$ cat src/rtl/buffer_fifo_pkg.sv
// Shared types and default sizes for the chunked sample FIFO and its sequencing controller.
package buffer_fifo_pkg;

    localparam int unsigned DefSampleSize = 24;
    localparam int unsigned DefIoBuffSize = 64;
    localparam int unsigned DefFifoDepth  = 16;

    typedef enum logic {
        W_FILL,
        W_DONE
    } wr_state_e;

    typedef enum logic [1:0] {
        R_IDLE,
        R_FETCH,
        R_VALID
    } rd_state_e;

endpackage

$ cat src/rtl/buffer_fifo_ctrl_if.sv
// Upstream and downstream sample valid/ready streams of buffer_fifo_ctrl.
interface buffer_fifo_ctrl_if
    import buffer_fifo_pkg::*;
#(
    parameter int unsigned SAMPLE_SIZE = DefSampleSize
) ();

    logic                   in_valid;
    logic                   in_ready;
    logic [SAMPLE_SIZE-1:0] in_data;
    logic                   out_valid;
    logic                   out_ready;
    logic [SAMPLE_SIZE-1:0] out_data;

    // Sample producer / consumer side.
    modport master (
        output in_valid,
        output in_data,
        output out_ready,
        input  in_ready,
        input  out_valid,
        input  out_data
    );

    // Controller side.
    modport slave (
        input  in_valid,
        input  in_data,
        input  out_ready,
        output in_ready,
        output out_valid,
        output out_data
    );

endinterface

$ cat src/rtl/buffer_fifo_ctrl.sv
// Write/read sequencing and chunk occupancy tracking for buffer_fifo.
// Optional BUFFER_FIFO_CTRL_STATS_EN adds overrun and high-water statistics ports.
module buffer_fifo_ctrl
    import buffer_fifo_pkg::*;
#(
    parameter int unsigned SAMPLE_SIZE      = DefSampleSize,
    parameter int unsigned IO_BUFF_SIZE     = DefIoBuffSize,
    parameter int unsigned IO_BUFF_PTR_BITS = $clog2(IO_BUFF_SIZE),
    parameter int unsigned FIFO_DEPTH       = DefFifoDepth,
    parameter int unsigned FIFO_PTR_BITS    = $clog2(FIFO_DEPTH)
) (
    input  logic                        clk,
    input  logic                        rst_n,
    buffer_fifo_ctrl_if.slave           bus,
    output logic                        fill_o,
    output logic                        fill_done_o,
    output logic                        read_o,
    output logic                        read_done_o,
    output logic [SAMPLE_SIZE-1:0]      write_sample_o,
    output logic [IO_BUFF_PTR_BITS-1:0] write_ptr_o,
    output logic [IO_BUFF_PTR_BITS-1:0] read_ptr_o,
    input  logic [SAMPLE_SIZE-1:0]      read_sample_i,
    output logic [FIFO_PTR_BITS:0]      count_o,
    output logic                        full_o,
    output logic                        empty_o
`ifdef BUFFER_FIFO_CTRL_STATS_EN
    ,
    input  logic                        stats_clr_i,
    output logic                        overrun_o,
    output logic [FIFO_PTR_BITS:0]      high_water_o
`endif
);

    localparam logic [IO_BUFF_PTR_BITS-1:0] LastPtr  = IO_BUFF_PTR_BITS'(IO_BUFF_SIZE - 1);
    localparam logic [FIFO_PTR_BITS:0]      DepthCnt = (FIFO_PTR_BITS + 1)'(FIFO_DEPTH);
    localparam logic [FIFO_PTR_BITS:0]      OneCnt   = (FIFO_PTR_BITS + 1)'(1);

    wr_state_e                   wr_state_q, wr_state_d;
    rd_state_e                   rd_state_q, rd_state_d;
    logic [IO_BUFF_PTR_BITS-1:0] wptr_q, wptr_d;
    logic [IO_BUFF_PTR_BITS-1:0] rptr_q, rptr_d;
    logic [SAMPLE_SIZE-1:0]      out_data_q, out_data_d;
    logic [FIFO_PTR_BITS:0]      count_q, count_d;

    always_ff @(posedge clk or negedge rst_n) begin
        if (!rst_n) begin
            wr_state_q <= W_FILL;
            rd_state_q <= R_IDLE;
            wptr_q     <= '0;
            rptr_q     <= '0;
            out_data_q <= '0;
            count_q    <= '0;
        end else begin
            wr_state_q <= wr_state_d;
            rd_state_q <= rd_state_d;
            wptr_q     <= wptr_d;
            rptr_q     <= rptr_d;
            out_data_q <= out_data_d;
            count_q    <= count_d;
        end
    end

    assign full_o  = (count_q == DepthCnt);
    assign empty_o = (count_q == '0);
    assign count_o = count_q;

    // Write side outputs; in_ready is gated by rst_n so nothing is accepted during reset.
    always_comb begin
        bus.in_ready   = 1'b0;
        fill_o         = 1'b0;
        fill_done_o    = 1'b0;
        write_sample_o = bus.in_data;
        write_ptr_o    = wptr_q;
        unique case (wr_state_q)
            W_FILL: begin
                bus.in_ready = !full_o && rst_n;
                fill_o       = bus.in_ready && bus.in_valid;
            end
            W_DONE: fill_done_o = 1'b1;
            default: ;
        endcase
    end

    // fill_done gets its own cycle so the FIFO never switches chunks during the last write.
    always_comb begin
        wr_state_d = wr_state_q;
        wptr_d     = wptr_q;
        unique case (wr_state_q)
            W_FILL: begin
                if (fill_o) begin
                    wptr_d = wptr_q + 1'b1;
                    if (wptr_q == LastPtr) begin
                        wr_state_d = W_DONE;
                    end
                end
            end
            W_DONE: begin
                wptr_d     = '0;
                wr_state_d = W_FILL;
            end
            default: wr_state_d = W_FILL;
        endcase
    end

    always_comb begin
        read_o        = (rd_state_q == R_FETCH);
        read_ptr_o    = rptr_q;
        bus.out_valid = (rd_state_q == R_VALID);
        bus.out_data  = out_data_q;
        read_done_o   = (rd_state_q == R_VALID) && bus.out_ready && (rptr_q == LastPtr);
    end

    always_comb begin
        rd_state_d = rd_state_q;
        rptr_d     = rptr_q;
        out_data_d = out_data_q;
        unique case (rd_state_q)
            R_IDLE: begin
                if (!empty_o) begin
                    rd_state_d = R_FETCH;
                end
            end
            R_FETCH: begin
                out_data_d = read_sample_i;
                rd_state_d = R_VALID;
            end
            R_VALID: begin
                if (bus.out_ready) begin
                    if (rptr_q == LastPtr) begin
                        rptr_d     = '0;
                        rd_state_d = (count_q > OneCnt) ? R_FETCH : R_IDLE;
                    end else begin
                        rptr_d     = rptr_q + 1'b1;
                        rd_state_d = R_FETCH;
                    end
                end
            end
            default: rd_state_d = R_IDLE;
        endcase
    end

    // A coincident fill_done and read_done cancel out.
    always_comb begin
        count_d = count_q;
        unique case ({fill_done_o, read_done_o})
            2'b10:   count_d = count_q + 1'b1;
            2'b01:   count_d = count_q - 1'b1;
            default: count_d = count_q;
        endcase
    end

`ifdef BUFFER_FIFO_CTRL_STATS_EN
    logic                   overrun_q, overrun_d;
    logic [FIFO_PTR_BITS:0] high_water_q, high_water_d;

    always_ff @(posedge clk or negedge rst_n) begin
        if (!rst_n) begin
            overrun_q    <= 1'b0;
            high_water_q <= '0;
        end else begin
            overrun_q    <= overrun_d;
            high_water_q <= high_water_d;
        end
    end

    // Clear first so that a coincident set condition wins.
    always_comb begin
        overrun_d    = stats_clr_i ? 1'b0 : overrun_q;
        high_water_d = stats_clr_i ? count_q : high_water_q;
        if (bus.in_valid && full_o) begin
            overrun_d = 1'b1;
        end
        if (count_q > high_water_d) begin
            high_water_d = count_q;
        end
    end

    assign overrun_o    = overrun_q;
    assign high_water_o = high_water_q;
`endif

endmodule

$ cat src/flat_wrapper.sv
// flat-port wrapper written by rule: the top's interface ports become plain ports
module buffer_fifo_ctrl_flat import buffer_fifo_pkg::*;
#(
    parameter int unsigned SAMPLE_SIZE      = DefSampleSize,
    parameter int unsigned IO_BUFF_SIZE     = DefIoBuffSize,
    parameter int unsigned IO_BUFF_PTR_BITS = $clog2(IO_BUFF_SIZE),
    parameter int unsigned FIFO_DEPTH       = DefFifoDepth,
    parameter int unsigned FIFO_PTR_BITS    = $clog2(FIFO_DEPTH)
)
  (clk, rst_n, fill_o, fill_done_o, read_o, read_done_o, write_sample_o, write_ptr_o, read_ptr_o, read_sample_i, count_o, full_o, empty_o, bus_in_valid, bus_in_data, bus_out_ready, bus_in_ready, bus_out_valid, bus_out_data);
  buffer_fifo_ctrl_if #(.SAMPLE_SIZE(SAMPLE_SIZE)) bus_i ();
  input  logic clk;
  input  logic rst_n;
  output logic fill_o;
  output logic fill_done_o;
  output logic read_o;
  output logic read_done_o;
  output logic [SAMPLE_SIZE-1:0] write_sample_o;
  output logic [IO_BUFF_PTR_BITS-1:0] write_ptr_o;
  output logic [IO_BUFF_PTR_BITS-1:0] read_ptr_o;
  input  logic [SAMPLE_SIZE-1:0] read_sample_i;
  output logic [FIFO_PTR_BITS:0] count_o;
  output logic full_o;
  output logic empty_o;
  input wire logic [$bits(bus_i.in_valid)-1:0] bus_in_valid;
  input wire logic [$bits(bus_i.in_data)-1:0] bus_in_data;
  input wire logic [$bits(bus_i.out_ready)-1:0] bus_out_ready;
  output wire logic [$bits(bus_i.in_ready)-1:0] bus_in_ready;
  output wire logic [$bits(bus_i.out_valid)-1:0] bus_out_valid;
  output wire logic [$bits(bus_i.out_data)-1:0] bus_out_data;
  assign bus_i.in_valid = bus_in_valid;
  assign bus_i.in_data = bus_in_data;
  assign bus_i.out_ready = bus_out_ready;
  assign bus_in_ready = bus_i.in_ready;
  assign bus_out_valid = bus_i.out_valid;
  assign bus_out_data = bus_i.out_data;
  buffer_fifo_ctrl #(.SAMPLE_SIZE(SAMPLE_SIZE), .IO_BUFF_SIZE(IO_BUFF_SIZE), .IO_BUFF_PTR_BITS(IO_BUFF_PTR_BITS), .FIFO_DEPTH(FIFO_DEPTH), .FIFO_PTR_BITS(FIFO_PTR_BITS)) u_core (.clk(clk), .rst_n(rst_n), .bus(bus_i), .fill_o(fill_o), .fill_done_o(fill_done_o), .read_o(read_o), .read_done_o(read_done_o), .write_sample_o(write_sample_o), .write_ptr_o(write_ptr_o), .read_ptr_o(read_ptr_o), .read_sample_i(read_sample_i), .count_o(count_o), .full_o(full_o), .empty_o(empty_o));
endmodule
$ cat config.mk
export PLATFORM = sky130hd
export DESIGN_NAME = buffer_fifo_ctrl_flat
export DESIGN_NICKNAME = d
export VERILOG_FILES = /design/src/rtl/buffer_fifo_pkg.sv /design/src/rtl/buffer_fifo_ctrl_if.sv /design/src/rtl/buffer_fifo_ctrl.sv /design/src/flat_wrapper.sv
export SDC_FILE = /design/constraint.sdc
export NUM_CORES = 1
export LEC_CHECK = 0
export CORE_MARGIN = 2
export CORE_UTILIZATION = 30
export CTS_BUF_LIST = sky130_fd_sc_hd__clkbuf_4 sky130_fd_sc_hd__clkbuf_8
export CTS_CLUSTER_SIZE = 40
export DETAILED_ROUTE_END_ITERATION = 8
export PLACE_DENSITY_LB_ADDON = 0.15
export SYNTH_ARGS = -nofsm -noshare
export SYNTH_HDL_FRONTEND = slang
export SYNTH_SLANG_ARGS = --single-unit
$ cat constraint.sdc
create_clock -name clk -period 4 [get_ports clk]
set_clock_uncertainty 0.05 [all_clocks]
set_input_delay 0.6 -clock clk [delete_from_list [all_inputs] [get_ports clk]]
set_output_delay 0.6 -clock clk [all_outputs]
set_load 0.1 [all_outputs]
# Word-level counts from Yosys, hierarchy flattened
# Index checks and enable logic that the tools add are counted.
# totals
reg_bits	44
input_bits	52
out_inout_bits	73
wordCells	47
# op_classes
addsub	4
order_cmp	1
n_eq_ne	10
mux	15
bitwise	1
reduce_logical	10
# op_table
cell	count
$add 6x1->6 const B	2
$eq 6x6->1 const B	2
$mux 6	2
$pmux 6 s2	1
$pmux 5 s2	1
$mux 1	6
$mux 2	3
$ne 2x2->1 const B	3
$pmux 2 s3	1
$add 5x1->5 const B	1
$eq 5x5->1 const B	1
$gt 5x1->1 const B	1
$logic_not 5->1	1
$sub 5x1->5 const B	1
$eq 2x1->1 const B	2
$eq 2x2->1 const B	2
$logic_and 1x1->1	4
$reduce_and 2->1	2
$logic_not 2->1	1
$pmux 1 s2	1
$reduce_bool 2->1	1
$logic_not 1->1	1
$not 1->1	1

# Longest topological paths before layout
# Gate-level depths: netlist (run 1).
# logic_depth
depth_word	7
mapped_depth	8
depth_no_buf	8

# Worst setup path after synthesis (run 1)
# Ideal clock, no wire load.
# synth_timing
path_type	register to output
from	register u_core.count_q[1] (netlist: u_core.count_o[1])
to	output fill_o
arrival_ps	3846
required_time_ps	3350
slack_ps	-496
path_stages_with_launch	8
path_buffers	1
cell_sequence	dfrtp_1 > inv_1 > ha_1 > and4bb_1 > buf_6 > nor3b_2 > nand2_1 > inv_1
# synth_via
elab_chain_len	5
# synth_rtl
element	line_no	source
start: declaration	buffer_fifo_ctrl.sv:43	logic [FIFO_PTR_BITS:0] count_q, count_d;
start signal: assignment	buffer_fifo_ctrl.sv:59	count_q <= count_d;
$eq 5x5->1	buffer_fifo_ctrl.sv:63	assign full_o = (count_q == DepthCnt);
net full_o	flat_wrapper.sv:23	output logic full_o;
$logic_not 1->1	buffer_fifo_ctrl.sv:76	bus.in_ready = !full_o && rst_n;
$logic_and 1x1->1	buffer_fifo_ctrl.sv:76	
$logic_and 1x1->1	buffer_fifo_ctrl.sv:77	fill_o = bus.in_ready && bus.in_valid;
$mux 1	buffer_fifo_ctrl.sv:74	unique case (wr_state_q)
end: declaration	flat_wrapper.sv:14	output logic fill_o;
# The timed path passes the listed nets, and every way through them passes these cells.

# Worst setup path after layout (run 1)
# layout_timing
from	register u_core.count_q[1] (netlist: u_core.count_o[1])
to	output empty_o
# layout_via
elab_chain_len	1
# layout_rtl
element	line_no	source
$logic_not 5->1	buffer_fifo_ctrl.sv:64	assign empty_o = (count_q == '0);
end: declaration	flat_wrapper.sv:24	output logic empty_o;
# Every way passes these cells.

==> metrics, run 1 <==
status finished, final reports clean; Die Area 7910 sq um; DPL Wire Length 3.49 mm; WL/cell 14.3 microns; Post-CTS Resized 0; final worst-path cycle share 74.8%; overall routed net length 4.81 mm; routed vias/inst 4.37; Core Box Area 6870 sq um; layout cells sized above 1 19.5%; Cell variety after synth 33; hold buffer count at CTS 0; number of buffers added on ports 76; Critical Path Max Stage Delay 1.14 ns; initial antenna violation count 0; pins over their slew limit 0; Post-Syn Instances 185; mapped cell area 2160 sq um; CP Class reg2out; worst slew pin tran 0.999 ns; Area Overhead vs Synth 35.7%; Die X 88.9 microns; CP max-delay cell clkdlybuf4s50_1; first-pass GRT wire length 7.31 mm; cell accounting for the most synthesized area dfrtp_1; pin count of the biggest net entering global routing 46; total grt overflow 0; Synth Net Count 243; Crit path required time 3.35 ns; synthesized flop and latch total 44; htree depth 2; relative slew slack 33.2%; sequential area share after synthesis 50.9%; Initial Util 31.5%; minimum clock period 2.99 ns; R2R cell count 8; root buffer cell clkbuf_8; Setup TNS 0 ns; MaxCap Viol Count 0; fmax 0.334 GHz; arrival time worst endpoint 2.34 ns; vias in the first global route 1530; Fin. Hold Viols 0; crit-path leading delay family buffers and inverters; Hold Path Class in2async; Mean Syn Cell Area 11.7 sq um; Site Rows 30; synth warn 0; CTS buffer count 5; # fillers 675; GP Congestion 0.780; Sink Count 44; DRT iter0 DRCs 36; Routed Antenna Nets 0; clk buf depth 2; Initial DRT Pass Iterations 4; R2R Setup Slk 1.96 ns; top cell type's share of synthesized area 50.9%; num ports 125; worst-path fanout max 6; vias post-DR 1473; reg-to-reg endpoint u_core.count_o[3]; Skew-Pair Late Insertion Delay 0.28 ns; Synth area leaders dfrtp_1, mux2_2, buf_4; Buf/Inv on CP 2; unrepaired setup endpoints after global routing false; nets@finish 298; Post-CTS Setup Bufs 0; total track usage 12.1%; CTS tree done; Antenna Cells 0; number of setup violations in the final report 0; DRC Markers 0; FF-to-FF Start u_core.read_ptr_o[0]; Die Height 88.9 microns; CP startpoint kind flip-flop; CP Capture Type output pin; Reg clk slew, reported paths 0.07 ns; crit path cell chain inv_1 > ha_1 > and3_1 > clkdlybuf4s50_1
-- cell type report --
type	count	area [sq um]	area share (%)
clock buffers	8	97.6	3.32
inverters	6	22.5	0.767
multi-input cells	105	835	28.4
flip-flops and latches	44	1100	37.6
well taps	96	120	4.09
repair buffers	78	758	25.8
-- metrics by stage --
step / cell area (sq um) / util, % / cells / worst slack, ns / hold slack (ns)
after floorplan: 2170 / - / 185 / 0.0211 / 0.254
after global placement: 2840 / 41.3 / 329 / 1.32 / 0.429
after detailed placement: 2840 / 41.3 / 329 / 1.30 / 0.420
after CTS: 2940 / 42.8 / 337 / 0.966 / 0.400
after global routing: 2940 / 42.8 / 337 / 0.847 / 0.426
final: 2940 / 42.8 / 337 / 1.01 / 0.383
-- cells in the final DEF (no fill, tap or decap), types with 3 or more instances in the layout --
cell type	instances
o21ai_0	3
xnor2_1	10
nand2_1	13
and3_1	3
inv_1	6
dfrtp_1	42
ha_1	6
clkdlybuf4s50_1	70
a21oi_1	3
mux2_2	26
buf_4	7
nand3_1	5
clkbuf_8	6
nor2_1	12
nor3_1	4
-- worst max-delay path by stage --
stage,startpoint,endpoint,slack (ns),cells past startpoint
4_1_cts,u_core.count_o[1],empty_o,0.97,4
5_1_grt,u_core.count_o[1],empty_o,0.85,4
3_3_place_gp,u_core.count_o[0],empty_o,1.32,4
3_5_place_dp,u_core.count_o[1],empty_o,1.30,4
2_1_floorplan,u_core.read_ptr_o[0],u_core.count_o[2],0.02,8
6_report,u_core.count_o[1],empty_o,1.01,4
-- routing by layer --
metal  share of wire, %  up-vias  GRT usage, %  wire [microns]
met3                8.4       22          4.16             404
met2                 43       60          19.1            2060
met5                  0        -             0               0
met1                 46      684          15.0            2210
met4                2.8        0          5.65             134
li1                   -      707             -               -
-- cell usage after synthesis, drive strengths merged --
cell type  instances
dfrtp             44
buf               28
mux2              26
nand2             13
nor2              12
xnor2             10
ha                 6
inv                6
nand3              5
nor3               4
a21oi              3
and3               3
o21ai              3
clkbuf             2
nand3b             2
nand4b             2
nor3b              2
xor2               2
a21o               1
a22o               1
a31oi              1
a41oi              1
and2               1
and2b              1
and4bb             1
mux2i              1
nand4              1
nor2b              1
nor4b              1
o2111ai            1
-- flip-flops by register name (all words and copies together), names as in the netlist --
name                 flops
u_core.read_ptr_o        6
u_core.rd_state_q        2
u_core.wr_state_q        1
u_core.write_ptr_o       6
u_core.count_o           5
u_core.bus.out_data     24
-- kinds of logic (layout without fill, tap and decap cells) --
| group | Yosys count | after routing | share of synthesized area [%] |
|---|---|---|---|
| AND/OR/NAND/NOR | 49 | 49 | 12.6 |
| XOR/XNOR | 12 | 12 | 4.86 |
| flip-flops | 44 | 44 | 50.9 |
| multiplexers | 27 | 27 | 14.0 |
| adder cells (fa/ha/maj) | 6 | 6 | 3.47 |
| buffers and inverters | 36 | 92 | 10.9 |
| AO/OA/AOI/OAI | 11 | 11 | 3.24 |
Power of run 1 is not shown: default switching activity piles up to over one toggle a cycle in this logic, so the estimate is an artifact.
==> inputs of run 2 (changes only) <==
- clock period: 4 -> 3 ns (I/O delays scaled with it)
==> run 2 against run 1 <==
Sequential cell count unchanged. Die area unchanged. Cell count is the same. Final area decreased by 1.5%. Routed wire length fell by 3.4%. Critical path depth increased by 3. Global-route usage is 0.36 points lower. Critical endpoint is now fill_o. Count of clock-buffer cells in the layout decreased by 2. Hold slack got worse by 0.18 ns. Via count grew 1.6%. First-iteration DRC count fell by 31%.
==> metrics, run 2 (synthesized netlist as in run 1, its figures left out) <==
status finished, final reports clean; fmax 0.406 GHz; commonest non-fill, non-tap cell in the layout buf_4; MaxCap Viol Count 0 (unchanged); Skew-Pair Late Insertion Delay 0.30 ns (+0.02 ns); hold buffer count at CTS 0 (unchanged); GP Congestion 0.751 (-3.7%); vias in the first global route 1456 (-4.8%); Post-CTS Setup Bufs 0 (unchanged); worst-path fanout max 8 (+2); CP Capture Type output pin; number of setup violations in the final report 0 (unchanged); overall routed net length 4.65 mm (-3.4%); DPL Wire Length 3.38 mm (-3.0%); num ports 125 (unchanged); root buffer cell clkbuf_8; CP max-delay cell dfrtp_4; Crit path required time 2.50 ns (-0.85 ns); total grt overflow 0 (unchanged); pins over their slew limit 0 (unchanged); htree depth 2 (unchanged); relative slew slack 62.4% (+29 points); CTS tree done; Die Area 7910 sq um (unchanged); routed vias/inst 4.44 (+1.6%); total track usage 11.8% (-0.36 points); DRT iter0 DRCs 25 (-31%); clk buf depth 2 (unchanged); CTS buffer count 5 (unchanged); DRC Markers 0 (unchanged); placed cells 329 (unchanged); unrepaired setup endpoints after global routing false; crit-path leading delay family simple AND/OR/NAND/NOR gates; max reg flops 24 (unchanged); non-filler cells in the finished layout 337 (unchanged); Initial Util 31.5% (unchanged); Die X 88.9 microns (unchanged); nets@finish 298 (unchanged); Routed Antenna Nets 0 (unchanged); Fin. Hold Viols 0 (unchanged); Critical Path Max Stage Delay 0.47 ns (-0.67 ns); Sink Count 44 (unchanged); pin count of the biggest net entering global routing 46 (unchanged); # fillers 682 (+1.0%); Initial DRT Pass Iterations 4 (unchanged); CP Class reg2out; number of buffers added on ports 76 (unchanged); final worst-path cycle share 82.1%; commonest cells after routing, fill and taps aside buf_4, dfrtp_1, mux2_2, clkdlybuf4s50_1, nand2_1; layout cells sized above 1 42.3% (+23 points); R2R Setup Slk 0.92 ns (-1.04 ns); Core Box Area 6870 sq um (unchanged); vias post-DR 1497 (+1.6%); Site Rows 30 (unchanged); Reg clk slew, reported paths 0.09 ns (+0.02 ns); minimum clock period 2.46 ns; worst slew pin tran 0.564 ns (-0.435 ns); crit path cell chain inv_2 > ha_4 > and4bb_1 > nor3b_4 > nand2_2 > clkinvlp_4 > buf_12; WL/cell 13.8 microns (-3.4%); Antenna Cells 0 (unchanged); first-pass GRT wire length 7.18 mm (-1.8%); Hold Path Class in2async; Hold WS 0.203 ns (-0.179 ns); Die Height 88.9 microns (unchanged); arrival time worst endpoint 1.96 ns (-0.38 ns); Buf/Inv on CP 3 (+1); CP startpoint kind flip-flop; Post-CTS Resized 0 (unchanged); final core occ 42.1% (-0.66 points); Area Overhead vs Synth 33.7%; initial antenna violation count 0 (unchanged)
-- run 2: changes by cell type in the layout (fill, tap and decap cells not counted), sizes merged --
cell	change
clkbuf	-2
clkdlybuf4s50	-44
buf	+44
clkinvlp	+3
inv	-1
-- run 2: cell type report --
| cell class | instances | area, sq um | share of cell area [%] |
|---|---|---|---|
| flip-flops and latches | 44 | 1110 | 38.6 |
| clock buffers | 6 | 82.6 | 2.86 |
| inverters | 6 | 28.8 | 0.995 |
| repair buffers | 78 | 673 | 23.3 |
| multi-input cells | 105 | 857 | 29.6 |
| clock inverters | 2 | 15.0 | 0.519 |
| well taps | 96 | 120 | 4.15 |
-- run 2: layer usage --
layer  up-vias  track usage, %  part of all wire, %
met5         -               0                    0
met1       706            15.9                   46
met3        14            3.79                   11
met4         0            4.27                  1.6
met2        66            17.7                   42
li1        711               -                    -
-- run 2: worst reg2reg max path, delay by kind of cell (launching register included) --
family	cells	cell delay [ns]
AOI/OAI and AO/OA	1	0.18
xor gates and xnor gates	1	0.16
adders and majority gates	2	0.48
DFF	1	0.43
and+or+nand+nor	4	0.69
-- run 2: path summary, 6_finish.rpt --
kind / start / endpoint / cells past startpoint
max: u_core.count_o[0] / fill_o / 7
min: rst_n / u_core.write_ptr_o[5] / 2
min in group clk: u_core.rd_state_q[0] / u_core.rd_state_q[0] / 1
max in group asynchronous: rst_n / u_core.count_o[0] / 2
max reg2reg: u_core.read_ptr_o[0] / u_core.count_o[3] / 8
min reg2reg: u_core.rd_state_q[0] / u_core.rd_state_q[0] / 1
-- run 2: metrics by stage --
stage / setup slack, ns / cell area (sq um) / setup TNS (ns)
global placement: 0.854 / 2790 / 0
finish: 0.537 / 2890 / 0
CTS: 0.516 / 2890 / 0
floorplan: -0.206 / 2220 / -0.206
global route: 0.416 / 2890 / 0
detailed placement: 0.797 / 2790 / 0
Power of run 2 is left out for the same reason.
